### config.mk
export PLATFORM = sky130hd
export DESIGN_NAME = maxpool2x2_stream_flat
export DESIGN_NICKNAME = d
export VERILOG_FILES = /design/src/rtl/maxpool2x2_stream_if.sv /design/src/rtl/maxpool2x2_stream.sv /design/src/flat_wrapper.sv
export SDC_FILE = /design/constraint.sdc
export NUM_CORES = 1
export LEC_CHECK = 0
export BUFFER_PORTS_ARGS = -buffer_cell sky130_fd_sc_hd__buf_2
export CORE_ASPECT_RATIO = 1.75
export CORE_MARGIN = 1.5
export CORE_UTILIZATION = 38
export CTS_CLUSTER_DIAMETER = 30
export CTS_CLUSTER_SIZE = 10
export DETAILED_ROUTE_END_ITERATION = 12
export SLEW_MARGIN = 15
export SYNTH_ARGS = -nofsm -noshare
export SYNTH_HDL_FRONTEND = slang
export SYNTH_SLANG_ARGS = --single-unit
export TNS_END_PERCENT = 20
### constraint.sdc
create_clock -name clk -period 7 [get_ports clk]
set_input_delay 1.4 -clock clk [delete_from_list [all_inputs] [get_ports clk]]
set_output_delay 1.4 -clock clk [all_outputs]
set_load 0.02 [all_outputs]
### src/rtl/maxpool2x2_stream_if.sv
// rtl/maxpool2x2_stream_if.sv - input/output stream handshake bundle for the 2x2 max-pool stage
interface maxpool2x2_stream_if #(
    parameter int value_size = 16
);
    logic                  in_valid;
    logic                  in_ready;
    logic [value_size-1:0] in_data;
    logic                  out_valid;
    logic                  out_ready;
    logic [value_size-1:0] out_data;
    logic                  out_last;

    modport slave (
        input  in_valid, in_data, out_ready,
        output in_ready, out_valid, out_data, out_last
    );

    modport master (
        output in_valid, in_data, out_ready,
        input  in_ready, out_valid, out_data, out_last
    );
endinterface

### src/rtl/maxpool2x2_stream.sv
// rtl/maxpool2x2_stream.sv - streaming 2x2 stride-2 signed max-pool with a one-row line buffer
module maxpool2x2_stream #(
    parameter int fm_width   = 5,
    parameter int fm_height  = 5,
    parameter int value_size = 16
) (
    input  logic                 clk,
    input  logic                 rst_n,
    maxpool2x2_stream_if.slave   s
);
    localparam int PW = fm_width / 2;
    localparam int PH = fm_height / 2;
    localparam int CW = $clog2(fm_width);
    localparam int RW = $clog2(fm_height);

    typedef logic signed [value_size-1:0] val_t;

    logic [CW-1:0] col_q, col_d;
    logic [RW-1:0] row_q, row_d;
    val_t          pair_q, pair_d;
    val_t          linebuf_q [PW];
    val_t          linebuf_d [PW];
    val_t          out_data_q, out_data_d;
    logic          out_valid_q, out_valid_d;
    logic          out_last_q, out_last_d;

    logic          in_ready;
    logic          accept;
    logic          in_region;
    logic [CW-1:0] col_half;
    val_t          lb_rd;
    val_t          din;

    function automatic val_t smax(input val_t a, input val_t b);
        return (a > b) ? a : b;
    endfunction

    always_comb begin
        in_ready  = !out_valid_q || s.out_ready;
        accept    = s.in_valid && in_ready;
        din       = $signed(s.in_data);
        // Trailing odd column/row never completes a window and is dropped.
        in_region = ({1'b0, col_q} < (CW + 1)'(2 * PW)) &&
                    ({1'b0, row_q} < (RW + 1)'(2 * PH));
        col_half  = col_q >> 1;

        lb_rd = '0;
        for (int i = 0; i < PW; i++) begin
            if (col_half == CW'(i)) lb_rd = linebuf_q[i];
        end

        col_d       = col_q;
        row_d       = row_q;
        pair_d      = pair_q;
        linebuf_d   = linebuf_q;
        out_data_d  = out_data_q;
        out_valid_d = out_valid_q;
        out_last_d  = out_last_q;

        if (out_valid_q && s.out_ready) out_valid_d = 1'b0;

        if (accept) begin
            if (col_q == CW'(fm_width - 1)) begin
                col_d = '0;
                row_d = (row_q == RW'(fm_height - 1)) ? '0 : row_q + 1'b1;
            end else begin
                col_d = col_q + 1'b1;
            end

            if (in_region) begin
                if (!col_q[0]) begin
                    pair_d = din;
                end else if (!row_q[0]) begin
                    for (int i = 0; i < PW; i++) begin
                        if (col_half == CW'(i)) linebuf_d[i] = smax(pair_q, din);
                    end
                end else begin
                    // A load here overrides the handshake clear above.
                    out_data_d  = smax(lb_rd, smax(pair_q, din));
                    out_valid_d = 1'b1;
                    out_last_d  = (row_q == RW'(2 * PH - 1)) && (col_q == CW'(2 * PW - 1));
                end
            end
        end
    end

    always_ff @(posedge clk or negedge rst_n) begin
        if (!rst_n) begin
            col_q       <= '0;
            row_q       <= '0;
            pair_q      <= '0;
            out_data_q  <= '0;
            out_valid_q <= 1'b0;
            out_last_q  <= 1'b0;
            for (int i = 0; i < PW; i++) linebuf_q[i] <= '0;
        end else begin
            col_q       <= col_d;
            row_q       <= row_d;
            pair_q      <= pair_d;
            out_data_q  <= out_data_d;
            out_valid_q <= out_valid_d;
            out_last_q  <= out_last_d;
            for (int i = 0; i < PW; i++) linebuf_q[i] <= linebuf_d[i];
        end
    end

    assign s.in_ready  = in_ready;
    assign s.out_valid = out_valid_q;
    assign s.out_data  = out_data_q;
    assign s.out_last  = out_last_q;
endmodule

### src/flat_wrapper.sv
// flat-port wrapper written by rule: the top's interface ports become plain ports
module maxpool2x2_stream_flat 
#(
    parameter int fm_width   = 5,
    parameter int fm_height  = 5,
    parameter int value_size = 16
)
  (clk, rst_n, s_in_valid, s_in_data, s_out_ready, s_in_ready, s_out_valid, s_out_data, s_out_last);
  maxpool2x2_stream_if #(.value_size(value_size)) s_i ();
  input  logic clk;
  input  logic rst_n;
  input wire logic [$bits(s_i.in_valid)-1:0] s_in_valid;
  input wire logic [$bits(s_i.in_data)-1:0] s_in_data;
  input wire logic [$bits(s_i.out_ready)-1:0] s_out_ready;
  output wire logic [$bits(s_i.in_ready)-1:0] s_in_ready;
  output wire logic [$bits(s_i.out_valid)-1:0] s_out_valid;
  output wire logic [$bits(s_i.out_data)-1:0] s_out_data;
  output wire logic [$bits(s_i.out_last)-1:0] s_out_last;
  assign s_i.in_valid = s_in_valid;
  assign s_i.in_data = s_in_data;
  assign s_i.out_ready = s_out_ready;
  assign s_in_ready = s_i.in_ready;
  assign s_out_valid = s_i.out_valid;
  assign s_out_data = s_i.out_data;
  assign s_out_last = s_i.out_last;
  maxpool2x2_stream #(.fm_width(fm_width), .fm_height(fm_height), .value_size(value_size)) u_core (.clk(clk), .rst_n(rst_n), .s(s_i));
endmodule
==> results of run 1 <==
## cell families after synthesis
logic type	Yosys count
compound gates	165
fa+ha+maj	38
buf+inv	64
flops	72
mux	18
simple gates	202
## cell usage after synthesis (all sizes together) (2+ instances only)
library cell,n
buf,11
nand4,8
or3,3
inv,24
o21a,2
nor2,67
a32oi,16
mux2i,15
nor2b,2
o2bb2ai,2
nor4,4
a21o,4
ha,38
o211ai,18
clkbuf,29
nor3,15
dfrtp,72
o21ai,53
nand3,20
nand2,78
a2111oi,16
or4,2
a21oi,48
mux2,3
a211oi,3
## worst min-delay path by stage
| stage | cells past startpoint | slack (ns) | end | startpoint |
|---|---|---|---|---|
| after floorplan | 2 | 0.49 | u_core.linebuf_q[0] | u_core.linebuf_q[0] |
| after global placement | 2 | 0.46 | u_core.s.out_last | u_core.s.out_last |
| after detailed placement | 2 | 0.47 | u_core.s.out_last | u_core.s.out_last |
| after CTS | 2 | 0.48 | u_core.s.out_last | u_core.s.out_last |
| after global routing | 2 | 0.53 | u_core.s.out_data[0] | u_core.s.out_data[0] |
| final | 2 | 0.47 | u_core.s.out_last | u_core.s.out_last |
## layer usage
layer,track usage (%),up-vias,wire (um)
li1,-,2047,-
met1,22.0,2011,4870
met2,38.3,83,6890
met3,3.60,21,381
met4,8.49,0,270
met5,0,-,0
## power groups by stage
stage / registers (mW) / logic (mW) / clock network (mW)
final: 0.774 / 1.54 / 0.532
after global routing: 0.804 / 1.76 / 0.567
after global placement: 0.778 / 1.49 / 0
after CTS: 0.775 / 1.54 / 0.547
after floorplan: 0.768 / 1.13 / 0
after detailed placement: 0.783 / 1.53 / 0
## state kept, by name (all words and copies together), names as in the netlist
signal	count
u_core.row_q	3
u_core.s.out_last	1
u_core.s.out_data	16
u_core.s.out_valid	1
u_core.col_q	3
u_core.pair_q	16
u_core.linebuf_q	32
## layout make-up
class	instances	area share, %
inverters	24	1.67
well taps	165	3.82
clock inverters	7	2.22
flip-flops and latches	72	33.4
clock buffers	9	4.17
multi-input cells	423	50.1
repair buffers	46	4.68
## placed cells by master, fill, tap and decap left out, drive strengths merged, types with 16 or more instances in the layout
master	count
nand2	78
dfrtp	72
nor2	67
o21ai	53
a21oi	48
buf	46
ha	38
inv	24
nand3	20
o211ai	18
a32oi	16
a2111oi	16
## metrics by stage
stage          hold slack [ns]  setup WS, ns  total power [mW]  cell area [um^2]
2_1_floorplan            0.489          2.06              1.90              4750
3_3_place_gp             0.462         0.672              2.26              5040
4_1_cts                  0.478         0.855              2.86              5380
3_5_place_dp             0.465         0.548              2.32              5040
5_1_grt                  0.527         0.693              3.13              5400
6_report                 0.474          1.11              2.85              5400
## critical path, cell delays in order
cell       delay, ns
buf_2           0.12
inv_1           0.06
ha_1            0.34
buf_4           0.26
inv_1           0.66
nand2_1         0.10
a2111oi_0       0.41
nor2_1          0.17
ha_1            0.45
nand4_2         0.17
or3_1           0.41
a21oi_1         0.28
o311a_2         0.39
or3_1           0.68
o211ai_1        0.16
==> results by group, run 1 <==
Place
  – Post-Place Cells: 730
  – Port Buffer Count: 38
  – Dpl hpwl: 8950 um
  – Placer Congestion: between 0.8 and 0.9

Critical path
  – Req. time, crit path: between 7 and 8 ns
  – RR Endpoint: u_core.s.out_data[13]
  – Crit path max fanout: 35
  – Crit path DAT: 6.08 ns
  – Reg-to-Reg Start: u_core.pair_q[15]
  – Reg2reg path depth: 13
  – CP startpoint kind: input pin
  – Internal reg-to-reg setup slack: 1.90 ns
  – CP Launch Point: s_in_data[15]
  – Crit path kind: input pin to flop
  – Critical Path Sink: u_core.s.out_data[13]
  – CP Capture Type: flop

Pwr
  – Leak: 2.42 nW
  – Gate power share: 54.1%
  – Clk network pwr share: 18.7%
  – Maximum vdd drop: 0.198 mV
  – Reg power frac: 27.2%
  – PwrDens: ~530 nW/um^2
  – Switch Pwr: about 1.3 mW
  – Net switching share of the total power: 46.5%
  – Internal power: approximately 1.5 mW

Timing
  – Final setup violation count: 0
  – Slew @ Worst Pin: 1.09 ns
  – Final Hold Viols: 0
  – Setup_tns: 0 ns
  – Crit path time final: slightly below 6 ns
  – Pins Over Slew Limit: 0
  – Tcrit/Tclk final: 84.1%
  – Fmax: 170 MHz
  – Relative slew slack: 27.4%
  – Clock Skew: around 0.008 ns
  – RSZ-0062 raised after global routing: false

Die
  – # IOs: 39
  – Initial Util: 39.1%
  – Die X: 87.5 um
  – Core region area: 12100 um^2
  – Rows: 53
  – DIE AREA: 13200 um^2
  – Die Y: 151 um

CTS
  – Post-CTS setup buffers: 0
  – CTS tree: built
  – Clock Latency Late Sink: 0.34 ns
  – Sink Count: 72
  – Post-CTS resize count: 0
  – CTS max path bufs: 2
  – CTS H-Tree Depth: 3
  – Clk root buf: clkbuf_16
  – Hold buffers post-CTS: 0
  – Worst-path clk slew: about 0.060 ns
  – Number of CTS-inserted buffers: 9

Routing
  – DRT iter0 DRCs: about 230
  – Post-DRT Antenna Nets: 0
  – Routed WL per cell: 16.6 um
  – Final WL: 12400 um
  – DR vias/cell: 5.58
  – First-pass detailed-route iteration total: 4
  – Routed via count: 4162
  – Post-route DRC: 0

Synth
  – Number of synthesized flops with an enable pin: 0
  – Synth Cell Area: roughly 4800 um^2
  – Seq cells post-synth: 72
  – Yosys top cell area share: 37.9%
  – Syn nets: about 620
  – Post-synthesis compound-gate area fraction: 23.0%
  – Largest cells by area after synthesis: dfrtp_1 38%, ha_1 10%, nand2_1 6.2%
  – Avg Inst Size Synth: 8.50 um^2
  – Yosys Warn Count: 0
  – Adder-cell area share of the yosys netlist: between 10% and 20%
  – Xor/xnor share of the synthesized area: 0%
  – Synth unique cells: 42
  – Post-synth top flop: dfrtp_1
  – Gate count of the mapped netlist: 559
  – Largest family of logic cells by synthesized area: compound AO/OA/AOI/OAI gates
  – Synth area leader: dfrtp_1
  – Simple-gate share of the synthesized area: about a fifth
  – Post-synthesis mux area share: under 10%
  – Sequential cell area fraction in the yosys report: 37.9%
  – Async SR Flop Fraction: 100%

GRT
  – Largest net degree at the start of global routing: 73
  – GRT Overall Usage: 20.5%
  – Initial antenna violation count: 0
  – Vias in the first global route: 4210
  – Global-route wire length before repair: between 20000 and 25000 um
  – Grt total ovfl: 0

Run status
  – Outcome: complete, no violations

Cells and area
  – Register area: roughly 1800 um^2
  – Utilization after layout: 44.5%
  – Fin cells: between 700 and 800
  – Multi-input combinational cell area: roughly 2700 um^2
  – Ant. Diodes: 0
  – Filler cell count: 1225
  – Layout cells sized above 1: 16.2%
  – # nets final: 634
  – Area growth from synthesis to layout: 13.6%

Job
  – Max-cap violations: 0

Min path
  – Worst min path class: flop to flop
(Power assumes the default switching activity.)
==> inputs of run 2 (changes only) <==
==> constraint.sdc (replaced) <==
create_clock -name clk -period 5.2 [get_ports clk]
set_input_delay 1.04 -clock clk [delete_from_list [all_inputs] [get_ports clk]]
set_output_delay 1.04 -clock clk [all_outputs]
set_load 0.02 [all_outputs]
==> run 2 against run 1 <==
Compared with the run above: total power is 36% higher; hold slack lost 0.0026 ns; largest power group unchanged; setup slack lost 0.77 ns.
==> results by group, run 2 (synthesis results as in run 1) <==
Cells and area
  – Ant. Diodes: 0
  – # nets final: 642
  – Largest Register: u_core.linebuf_q
  – Fin cells: 754
  – Area growth from synthesis to layout: 14.2%
  – Commonest non-fill, non-tap cells in the layout: 78 x nand2_1, 72 x dfrtp_1, 58 x nor2_1, 53 x o21ai_0, 48 x a21oi_1
  – Largest register FFs: 32
  – Final Cell Area: about 5400 um^2
  – Layout cells sized above 1: approximately 17%
  – Commonest non-fill, non-tap cell in the layout: nand2_1

Die
  – Rows: 53
  – Core region area: 12100 um^2
  – Die Y: 151 um
  – Die X: just under 90 um
  – # IOs: 39
  – DIE AREA: approximately 13000 um^2
  – Initial Util: between 30% and 40%

Routing
  – DRT iter0 DRCs: roughly 240
  – Routed via count: 4285
  – Post-DRT Antenna Nets: 0
  – Final WL: 12800 um
  – Routed WL per cell: 17.0 um
  – First-pass detailed-route iteration total: 5
  – DR vias/cell: around 5.7
  – Post-route DRC: 0

Place
  – Dpl hpwl: 9160 um
  – Placement Cell Area: 5100 um^2
  – Post-Place Cells: 738
  – Placer Congestion: 0.845
  – Port Buffer Count: 38

GRT
  – Grt total ovfl: 0
  – Vias in the first global route: 4229
  – Largest net degree at the start of global routing: between 70 and 80
  – Initial antenna violation count: 0
  – GRT Overall Usage: 20.9%
  – Global-route wire length before repair: 21100 um

Timing
  – Pins Over Slew Limit: 0
  – Tcrit/Tclk final: 93.4%
  – Crit path time final: 4.86 ns
  – Final Hold Viols: 0
  – Final setup violation count: 0
  – Fmax: 206 MHz
  – Relative slew slack: 24.4%
  – Clock Skew: 0.00773 ns
  – RSZ-0062 raised after global routing: false
  – Slew @ Worst Pin: 1.13 ns

Job
  – Max-cap violations: 0

Critical path
  – Crit path max fanout: 16
  – Crit path DAT: 5.11 ns
  – Crit path kind: input pin to flop
  – Internal reg-to-reg setup slack: 0.74 ns
  – CP startpoint kind: input pin
  – RR Endpoint: u_core.s.out_data[10]
  – Req. time, crit path: 5.46 ns
  – Reg-to-Reg Start: u_core.pair_q[11]
  – CP Launch Point: s_in_data[11]
  – Critical Path Sink: u_core.s.out_data[10]
  – Reg2reg path depth: 15
  – CP Capture Type: flop

Pwr
  – Leak: 2.44 nW
  – Maximum vdd drop: 0.237 mV
  – PwrDens: 713 nW/um^2

CTS
  – Clk root buf: clkbuf_16
  – Post-CTS setup buffers: 0
  – CTS tree: built
  – CTS H-Tree Depth: 3
  – CTS max path bufs: 2
  – Post-CTS resize count: 0
  – Hold buffers post-CTS: 0
  – Clock Latency Late Sink: 0.35 ns
  – Worst-path clk slew: approximately 0.060 ns
  – Number of CTS-inserted buffers: 9
  – Sink Count: 72

Run status
  – Outcome: complete, no violations

Min path
  – Worst min path class: flop to flop
[run 2: power breakdown]
part	total, mW	leakage (nW)	switching (mW)	internal [mW]
registers	1.08	0.876	0.260	0.825
logic	2.11	1.41	1.32	0.791
clock network	0.673	0.148	0.253	0.420
[run 2: critical path, stage by stage]
cell and delay, ns:
buf_2 0.10, inv_1 0.05, ha_1 0.31, nand4_1 0.25
or4_1 0.72, buf_4 0.25, nand3_1 0.09, a32oi_1 0.07
nor2_2 0.31, ha_1 0.30, nor2b_1 0.13, o211ai_1 0.24
a21oi_1 0.15, o311a_2 0.36, or3_1 0.32, buf_4 0.23
o211ai_1 0.19
[run 2: worst min path at each step]
stage,startpoint,cells after the start,endpoint
2_1_floorplan,u_core.linebuf_q[0],2,u_core.linebuf_q[0]
3_3_place_gp,u_core.s.out_last,2,u_core.s.out_last
3_5_place_dp,u_core.s.out_last,2,u_core.s.out_last
4_1_cts,u_core.s.out_last,2,u_core.s.out_last
5_1_grt,u_core.s.out_data[6],2,u_core.s.out_data[6]
6_report,u_core.s.out_last,2,u_core.s.out_last
[run 2: layout make-up]
type	instances	area, um^2
Clock buffer	9	225
Clock inverter	7	96.3
Fill cell	1191	6710
Inverter	24	90.1
Multi-Input combinational cell	423	2690
Sequential cell	72	1800
Tap cell	165	206
Timing Repair Buffer	54	313
[run 2: through the flow]
stage / hold slack (ns) / total power [mW] / setup WS (ns) / setup TNS (ns) / util (%)
6_report: 0.471 / 3.87 / 0.341 / 0 / 44.7
5_1_grt: 0.515 / 4.21 / 0.135 / 0 / 44.7
4_1_cts: 0.480 / 3.88 / 0.312 / 0 / 44.7
3_5_place_dp: 0.467 / 3.20 / -0.0332 / -0.0499 / 42.0
3_3_place_gp: 0.462 / 3.13 / 0.0776 / 0 / 42.0
2_1_floorplan: 0.489 / 2.55 / 0.616 / 0 / -
[run 2: layer usage]
layer / part of all wire, % / vias to the layer above / GRT usage (%)
li1: - / 2062 / -
met1: 40 / 2052 / 23.4
met2: 53 / 144 / 36.8
met3: 4.4 / 27 / 4.09
met4: 3.0 / 0 / 10.5
met5: 0 / - / 0
